### src/rtl/trigger_scheduler_pkg.sv
// Shared types and constants for the ADS868x trigger scheduler.
package trigger_scheduler_pkg;

  typedef enum logic [1:0] {
    MODE_OFF = 2'd0,
    MODE_EXT = 2'd1,
    MODE_PTP = 2'd2,
    MODE_RTC = 2'd3
  } trig_mode_t;

  typedef enum logic [2:0] {
    ST_IDLE  = 3'd0,
    ST_ARMED = 3'd1,
    ST_ISSUE = 3'd2,
    ST_GAP   = 3'd3,
    ST_DONE  = 3'd4
  } state_t;

  localparam int unsigned MIN_PERIOD = 2;

  // 64-bit unsigned {sec,ns} comparison: live time has reached the target
  function automatic logic rtc_reached(input logic [31:0] sec, input logic [31:0] ns,
                                       input logic [31:0] tgt_sec, input logic [31:0] tgt_ns);
    return {sec, ns} >= {tgt_sec, tgt_ns};
  endfunction

endpackage

### src/rtl/trigger_scheduler_edge.sv
// trig_edge_sync: 2-FF synchronizer plus registered rising-edge pulse (valid 3 clk after pin edge).
module trig_edge_sync (
  input  logic clk,
  input  logic rst_n,
  input  logic i_async,
  output logic o_pulse
);

  logic r_meta;
  logic r_sync;
  logic r_sync_q;
  logic r_pulse;

  always_ff @(posedge clk or negedge rst_n) begin
    if (!rst_n) begin
      r_meta   <= 1'b0;
      r_sync   <= 1'b0;
      r_sync_q <= 1'b0;
      r_pulse  <= 1'b0;
    end else begin
      r_meta   <= i_async;
      r_sync   <= r_meta;
      r_sync_q <= r_sync;
      r_pulse  <= r_sync & ~r_sync_q;
    end
  end

  assign o_pulse = r_pulse;

endmodule

### src/rtl/trigger_scheduler.sv
// Arms on enable, waits for ext/PTP/RTC trigger, then issues a burst of adc_start pulses.
// Optional `TRIG_TIMESTAMP_EN adds a timestamp of the fire cycle (ts_sec/ts_ns/ts_valid).
module trigger_scheduler
  import trigger_scheduler_pkg::*;
#(
  parameter int unsigned CNT_W   = 24,
  parameter int unsigned BURST_W = 16
) (
  input  logic               clk,
  input  logic               rst_n,
  input  logic               cfg_enable,
  input  logic [1:0]         cfg_mode,
  input  logic [31:0]        cfg_rtc_sec,
  input  logic [31:0]        cfg_rtc_ns,
  input  logic [BURST_W-1:0] cfg_burst_len,
  input  logic [CNT_W-1:0]   cfg_period,
  input  logic [31:0]        rtc_sec,
  input  logic [31:0]        rtc_ns,
  input  logic               ext_trigger,
  input  logic               ptp_trigger,
  input  logic               adc_busy,
  output logic               adc_start,
  output logic [2:0]         sts_state,
  output logic               sts_late,
  output logic [15:0]        sts_overrun,
`ifdef TRIG_TIMESTAMP_EN
  output logic [31:0]        ts_sec,
  output logic [31:0]        ts_ns,
  output logic               ts_valid,
`endif
  output logic               irq_done
);

  localparam int unsigned OVR_W = 16;
  localparam logic [CNT_W-1:0] MIN_P = CNT_W'(MIN_PERIOD);

  state_t             r_state;
  state_t             w_state_nxt;
  logic               r_enable_q;
  trig_mode_t         r_mode;
  logic [31:0]        r_tgt_sec;
  logic [31:0]        r_tgt_ns;
  logic [BURST_W-1:0] r_burst_len;
  logic [CNT_W-1:0]   r_period;
  logic [CNT_W-1:0]   r_period_cnt;
  logic [BURST_W-1:0] r_sample_cnt;
  logic [OVR_W-1:0]   r_overrun;
  logic               r_late;
  logic               r_adc_start;
  logic               r_irq_done;

  logic w_ext_pulse;
  logic w_ptp_pulse;
  logic w_arm;
  logic w_fire;
  logic w_start;
  logic w_expire;
  logic [CNT_W-1:0] w_period_load;

  trig_edge_sync u_ext_sync (
    .clk     (clk),
    .rst_n   (rst_n),
    .i_async (ext_trigger),
    .o_pulse (w_ext_pulse)
  );

  trig_edge_sync u_ptp_sync (
    .clk     (clk),
    .rst_n   (rst_n),
    .i_async (ptp_trigger),
    .o_pulse (w_ptp_pulse)
  );

  // GAP holds period-1 cycles; the ISSUE cycle completes the spacing
  assign w_period_load = ((r_period < MIN_P) ? MIN_P : r_period) - CNT_W'(1);

  always_ff @(posedge clk or negedge rst_n) begin
    if (!rst_n) r_state <= ST_IDLE;
    else        r_state <= w_state_nxt;
  end

  always_comb begin
    w_state_nxt = r_state;
    w_arm       = 1'b0;
    w_fire      = 1'b0;
    w_start     = 1'b0;
    w_expire    = 1'b0;
    if (!cfg_enable) begin
      w_state_nxt = ST_IDLE;
    end else begin
      case (r_state)
        ST_IDLE: begin
          if (!r_enable_q) begin
            w_arm       = 1'b1;
            w_state_nxt = ST_ARMED;
          end
        end
        ST_ARMED: begin
          case (r_mode)
            MODE_EXT: w_fire = w_ext_pulse;
            MODE_PTP: w_fire = w_ptp_pulse;
            MODE_RTC: w_fire = rtc_reached(rtc_sec, rtc_ns, r_tgt_sec, r_tgt_ns);
            default:  w_fire = 1'b0;
          endcase
          if (w_fire) w_state_nxt = ST_ISSUE;
        end
        ST_ISSUE: begin
          if (!adc_busy) begin
            w_start     = 1'b1;
            w_state_nxt = ST_GAP;
          end
        end
        ST_GAP: begin
          if (r_period_cnt <= CNT_W'(1)) begin
            w_expire = 1'b1;
            if ((r_burst_len != '0) && (r_sample_cnt == r_burst_len)) w_state_nxt = ST_DONE;
            else                                                      w_state_nxt = ST_ISSUE;
          end
        end
        ST_DONE:  w_state_nxt = ST_DONE;
        default:  w_state_nxt = ST_IDLE;
      endcase
    end
  end

  always_ff @(posedge clk or negedge rst_n) begin
    if (!rst_n) begin
      r_enable_q   <= 1'b0;
      r_mode       <= MODE_OFF;
      r_tgt_sec    <= '0;
      r_tgt_ns     <= '0;
      r_burst_len  <= '0;
      r_period     <= '0;
      r_period_cnt <= '0;
      r_sample_cnt <= '0;
      r_overrun    <= '0;
      r_late       <= 1'b0;
      r_adc_start  <= 1'b0;
      r_irq_done   <= 1'b0;
    end else begin
      r_enable_q  <= cfg_enable;
      r_adc_start <= w_start;
      r_irq_done  <= (w_state_nxt == ST_DONE) && (r_state != ST_DONE);
      if (w_arm) begin
        r_mode       <= trig_mode_t'(cfg_mode);
        r_tgt_sec    <= cfg_rtc_sec;
        r_tgt_ns     <= cfg_rtc_ns;
        r_burst_len  <= cfg_burst_len;
        r_period     <= cfg_period;
        r_sample_cnt <= '0;
        r_overrun    <= '0;
        r_late       <= (trig_mode_t'(cfg_mode) == MODE_RTC) &&
                        rtc_reached(rtc_sec, rtc_ns, cfg_rtc_sec, cfg_rtc_ns);
      end
      if (w_start) begin
        r_sample_cnt <= r_sample_cnt + BURST_W'(1);
        r_period_cnt <= w_period_load;
      end else if (r_state == ST_GAP) begin
        r_period_cnt <= r_period_cnt - CNT_W'(1);
      end
      if (w_expire && adc_busy && (r_overrun != '1)) r_overrun <= r_overrun + OVR_W'(1);
    end
  end

`ifdef TRIG_TIMESTAMP_EN
  logic [31:0] r_ts_sec;
  logic [31:0] r_ts_ns;
  logic        r_ts_valid;

  // Live RTC captured on the fire cycle; valid persists until the next arm
  always_ff @(posedge clk or negedge rst_n) begin
    if (!rst_n) begin
      r_ts_sec   <= '0;
      r_ts_ns    <= '0;
      r_ts_valid <= 1'b0;
    end else if (w_arm) begin
      r_ts_valid <= 1'b0;
    end else if (w_fire) begin
      r_ts_sec   <= rtc_sec;
      r_ts_ns    <= rtc_ns;
      r_ts_valid <= 1'b1;
    end
  end

  assign ts_sec   = r_ts_sec;
  assign ts_ns    = r_ts_ns;
  assign ts_valid = r_ts_valid;
`endif

  assign adc_start   = r_adc_start;
  assign sts_state   = r_state;
  assign sts_late    = r_late;
  assign sts_overrun = r_overrun;
  assign irq_done    = r_irq_done;

endmodule

### config.mk
export PLATFORM = sky130hd
export DESIGN_NAME = trigger_scheduler
export DESIGN_NICKNAME = d
export VERILOG_FILES = /design/src/rtl/trigger_scheduler_pkg.sv /design/src/rtl/trigger_scheduler_edge.sv /design/src/rtl/trigger_scheduler.sv
export SDC_FILE = /design/constraint.sdc
export NUM_CORES = 1
export LEC_CHECK = 0
export CORE_MARGIN = 2
export CORE_UTILIZATION = 48
export DETAILED_ROUTE_END_ITERATION = 10
export PLACE_DENSITY = 0.74
export SETUP_SLACK_MARGIN = 0.02
export SYNTH_ARGS = -nofsm -noshare
export SYNTH_HDL_FRONTEND = slang
export SYNTH_SLANG_ARGS = --single-unit
### constraint.sdc
create_clock -name clk -period 4.9 [get_ports clk]
set_clock_uncertainty 0.15 [all_clocks]
set_input_delay 1.47 -clock clk [delete_from_list [all_inputs] [get_ports clk]]
set_output_delay 1.47 -clock clk [all_outputs]
set_load 0.03 [all_outputs]
==> results.yml <==
finish:
  fillCellCount: 1926
  fin_nets: 1743
  final_common_cell: "clkdlybuf4s50_1"
  syn2layout_area_growth_pct: 26.2
  final_area_um2: 14200
  final_cell_mix: "clkdlybuf4s50_1, dfrtp_1, nand2_1"
  diodes: 0
  drive_gt1_share_pct: 6.70
  finalNonFillerCells: 1760
die:
  die_height_um: 157
  core.rowCount: 55
  die_area_um2: 24700
  core_um2: 22800
  pin_count: 198
  start_util_pct: 49.3
  die_x_um: 157
power_and_ir_drop:
  ir_drop_uv: 238
  power_density_nw_per_um2: 367
  power_mw: 5.21
  leakage_nw: 6.37
routing:
  vias_per_cell: 5.47
  drc: 0
  firstDrtPassIters: 5
  vias: 9634
  wl_mm: 28.4
  detail-route-antenna-nets: 0
  wl_per_cell_um: 16.1
  drt_iter0_drc: 469
clock_network:
  root_buffer: "clkbuf_16"
  cts_tree: "yes"
  clk_latency_ps: 430
  cts-resized-gates: 0
  htreeDepth: 4
  clkTransAtPathRegs_ps: 70
  numCtsBuffers: 17
  cts.sinks: 177
  cts_max_path_buffers: 2
  post_cts_buffers: 0
  hold_buffers: 0
setup_path:
  critPathKind: "input port to register"
  crit_fanout: 6
  worst_path_dominant_cell_family: "simple AND/OR/NAND/NOR gates"
  critPathBufInv: 1
  worst_ep_arrival_time_ps: 3970
  crit_path_frequent_cell: "nand3_1"
  cp_cell_sequence: "clkdlybuf4s50_1 > nor3b_1 > nand4_1 > nor4_1 > nand3_1 > nand3_1 > o21ai_0"
  slowest_stage: "nor4_1"
  worst_setup_path_end_kind: "register"
  max_stage_delay_ps: 750
  cp_data_required_time_ps: 5050
  r2r_slack_ps: 1200
  start_kind: "input port"
status:
  status: "completed"
timing:
  worst_pin_slew_ps: 902
  drv_slew: 0
  hold_violations: 0
  layout_setup_ws_ps: 1080
  relSlewSlack_pct: 39.9
  fmax_ghz: 0.262
  finalCritPeriodShare_pct: 78.0
  finalSetupTns_ps: 0
  grt_setup_unrepaired: "no"
  setup_viol: 0
  fin_crit_ps: 3820
yosys:
  ys_seq_area_share_pct: 39.4
  syn_avg_cell_area_um2: 9.06
  synth_top_flop_cell: "dfrtp_1"
  synthArstFlopShare_pct: 100
  synth_seq_cells: 177
  synth_edf_count: 0
  synthesis.area_um2: 11200
  synth_cell_type_count: 59
  synth_nets: 1549
  synthCells: 1240
  yosysWarnings: 0
placed_design:
  dpl_worst_slack_ps: 606
  gp_congestion: 0.906
  dp_hpwl_mm: 22.1
  placed_cells: 1728
  placed_area_um2: 13600
  io_buffers: 197
global_route:
  antenna_found_initial: 1
  grt_start_max_net_pins: 96
  track_usage_pct: 24.1
  first_global_vias: 9682
  overflow: 0
  grt_pass1_wl_mm: 47.2
run:
  cap_violations: 0
worst_hold_path:
  hold_path.class: "register to register"
==> Yosys cell counts (3+ instances only) <==
cell       number  share of area [%]
nand3_1        28                1.2
nor2_1         48                1.6
nand2b_1        5               0.28
buf_2          10               0.45
ha_1          133                 15
a31oi_1         4               0.22
o21ai_0       137                6.1
a21oi_1        62                2.8
a2111oi_0       4               0.31
nand4b_1        3               0.23
nor2b_1         6               0.33
clkbuf_1       23               0.77
nand3b_1        4               0.27
nand2_1       152                5.1
o211ai_1        6               0.40
nor4_1         24                1.3
mux2i_1         7               0.62
and2_1          3               0.17
and3_1          9               0.50
xor2_1         36                2.8
o21a_1          5               0.33
a221oi_1        4               0.31
nand4_1        30                1.7
nor3_1         31                1.4
o221ai_1        3               0.23
or4_1           6               0.40
dfrtp_1       177                 39
xnor2_1        16                1.2
inv_1         141                4.7
a211oi_1       10               0.67
or3_1           6               0.33
o21bai_1        3               0.20
a21o_1         15                1.0
mux2_2         42                4.2
o31ai_1         8               0.53
and4_1          5               0.39
nor3b_1         3               0.20
==> per-stage QoR <==
| step | util (%) | hold WS [ps] |
|---|---|---|
| 2_1_floorplan | - | 181 |
| 3_3_place_gp | 59.7 | 182 |
| 3_5_place_dp | 59.7 | 196 |
| 4_1_cts | 62.3 | 212 |
| 5_1_grt | 62.3 | 216 |
| 6_report | 62.3 | 207 |
==> per-layer routing <==
| layer | GRT usage [%] | up-vias | wire, um |
|---|---|---|---|
| li1 | - | 4773 | - |
| met1 | 31.4 | 4572 | 12600 |
| met2 | 40.9 | 250 | 13700 |
| met3 | 4.43 | 37 | 1490 |
| met4 | 7.36 | 2 | 594 |
| met5 | 0 | - | 13 |
==> where the power goes <==
part           leakage [nW]  switching, mW  internal [mW]
sequential             2.20          0.343           1.88
combinational          3.89          0.829          0.786
clock                 0.287          0.630          0.747
==> worst register-to-register path, delay by kind of cell (launching register included) <==
| kind | cells | cell delay (ps) |
|---|---|---|
| AO/OA/AOI/OAI | 1 | 150 |
| XOR/XNOR | 1 | 150 |
| adder cells (fa/ha/maj) | 1 | 210 |
| flip-flops | 1 | 420 |
| AND/OR/NAND/NOR | 6 | 2520 |
==> registers in the layout (all words and copies together) (netlist names), 2 cells and up <==
signal        cells
r_mode            2
r_burst_len      16
r_period_cnt     24
sts_state         3
r_sample_cnt     16
r_tgt_ns         32
r_period         24
sts_overrun      16
r_tgt_sec        32
==> final timing paths <==
path | start | to | cells past startpoint
setup reg to reg | r_period[10]$_DFFE_PN0P_ | r_period_cnt[10]$_DFFE_PN0P_ | 9
min in group asynchronous | rst_n | r_tgt_sec[18]$_DFFE_PN0P_ | 1
max in group asynchronous | rst_n | r_tgt_ns[6]$_DFFE_PN0P_ | 2
hold / removal | u_ptp_sync.r_meta$_DFF_PN0_ | u_ptp_sync.r_sync$_DFF_PN0_ | 0
setup / recovery | cfg_enable | r_sample_cnt[13]$_DFFE_PN0P_ | 7
hold reg to reg | u_ptp_sync.r_meta$_DFF_PN0_ | u_ptp_sync.r_sync$_DFF_PN0_ | 0
==> cells by family after synthesis <==
| logic type | synth area share [%] |
|---|---|
| buffers and inverters | 6.09 |
| adders and majority gates | 14.8 |
| AOI/OAI and AO/OA | 14.4 |
| xor gates and xnor gates | 4.05 |
| and+or+nand+nor | 16.4 |
| DFF | 39.4 |
| muxes | 4.83 |
==> area by class of cell <==
type                       count  area (um2)  area share [%]
multi-input combinational    886        6130            43.2
sequential                   177        4430            31.2
timing repair buffer         210        2110            14.9
inverter                     142         533            3.76
clock buffer                  19         453            3.19
tap                          313         392            2.76
clock inverter                13         140           0.988
No activity file was read; power rests on OpenSTA's default activity.
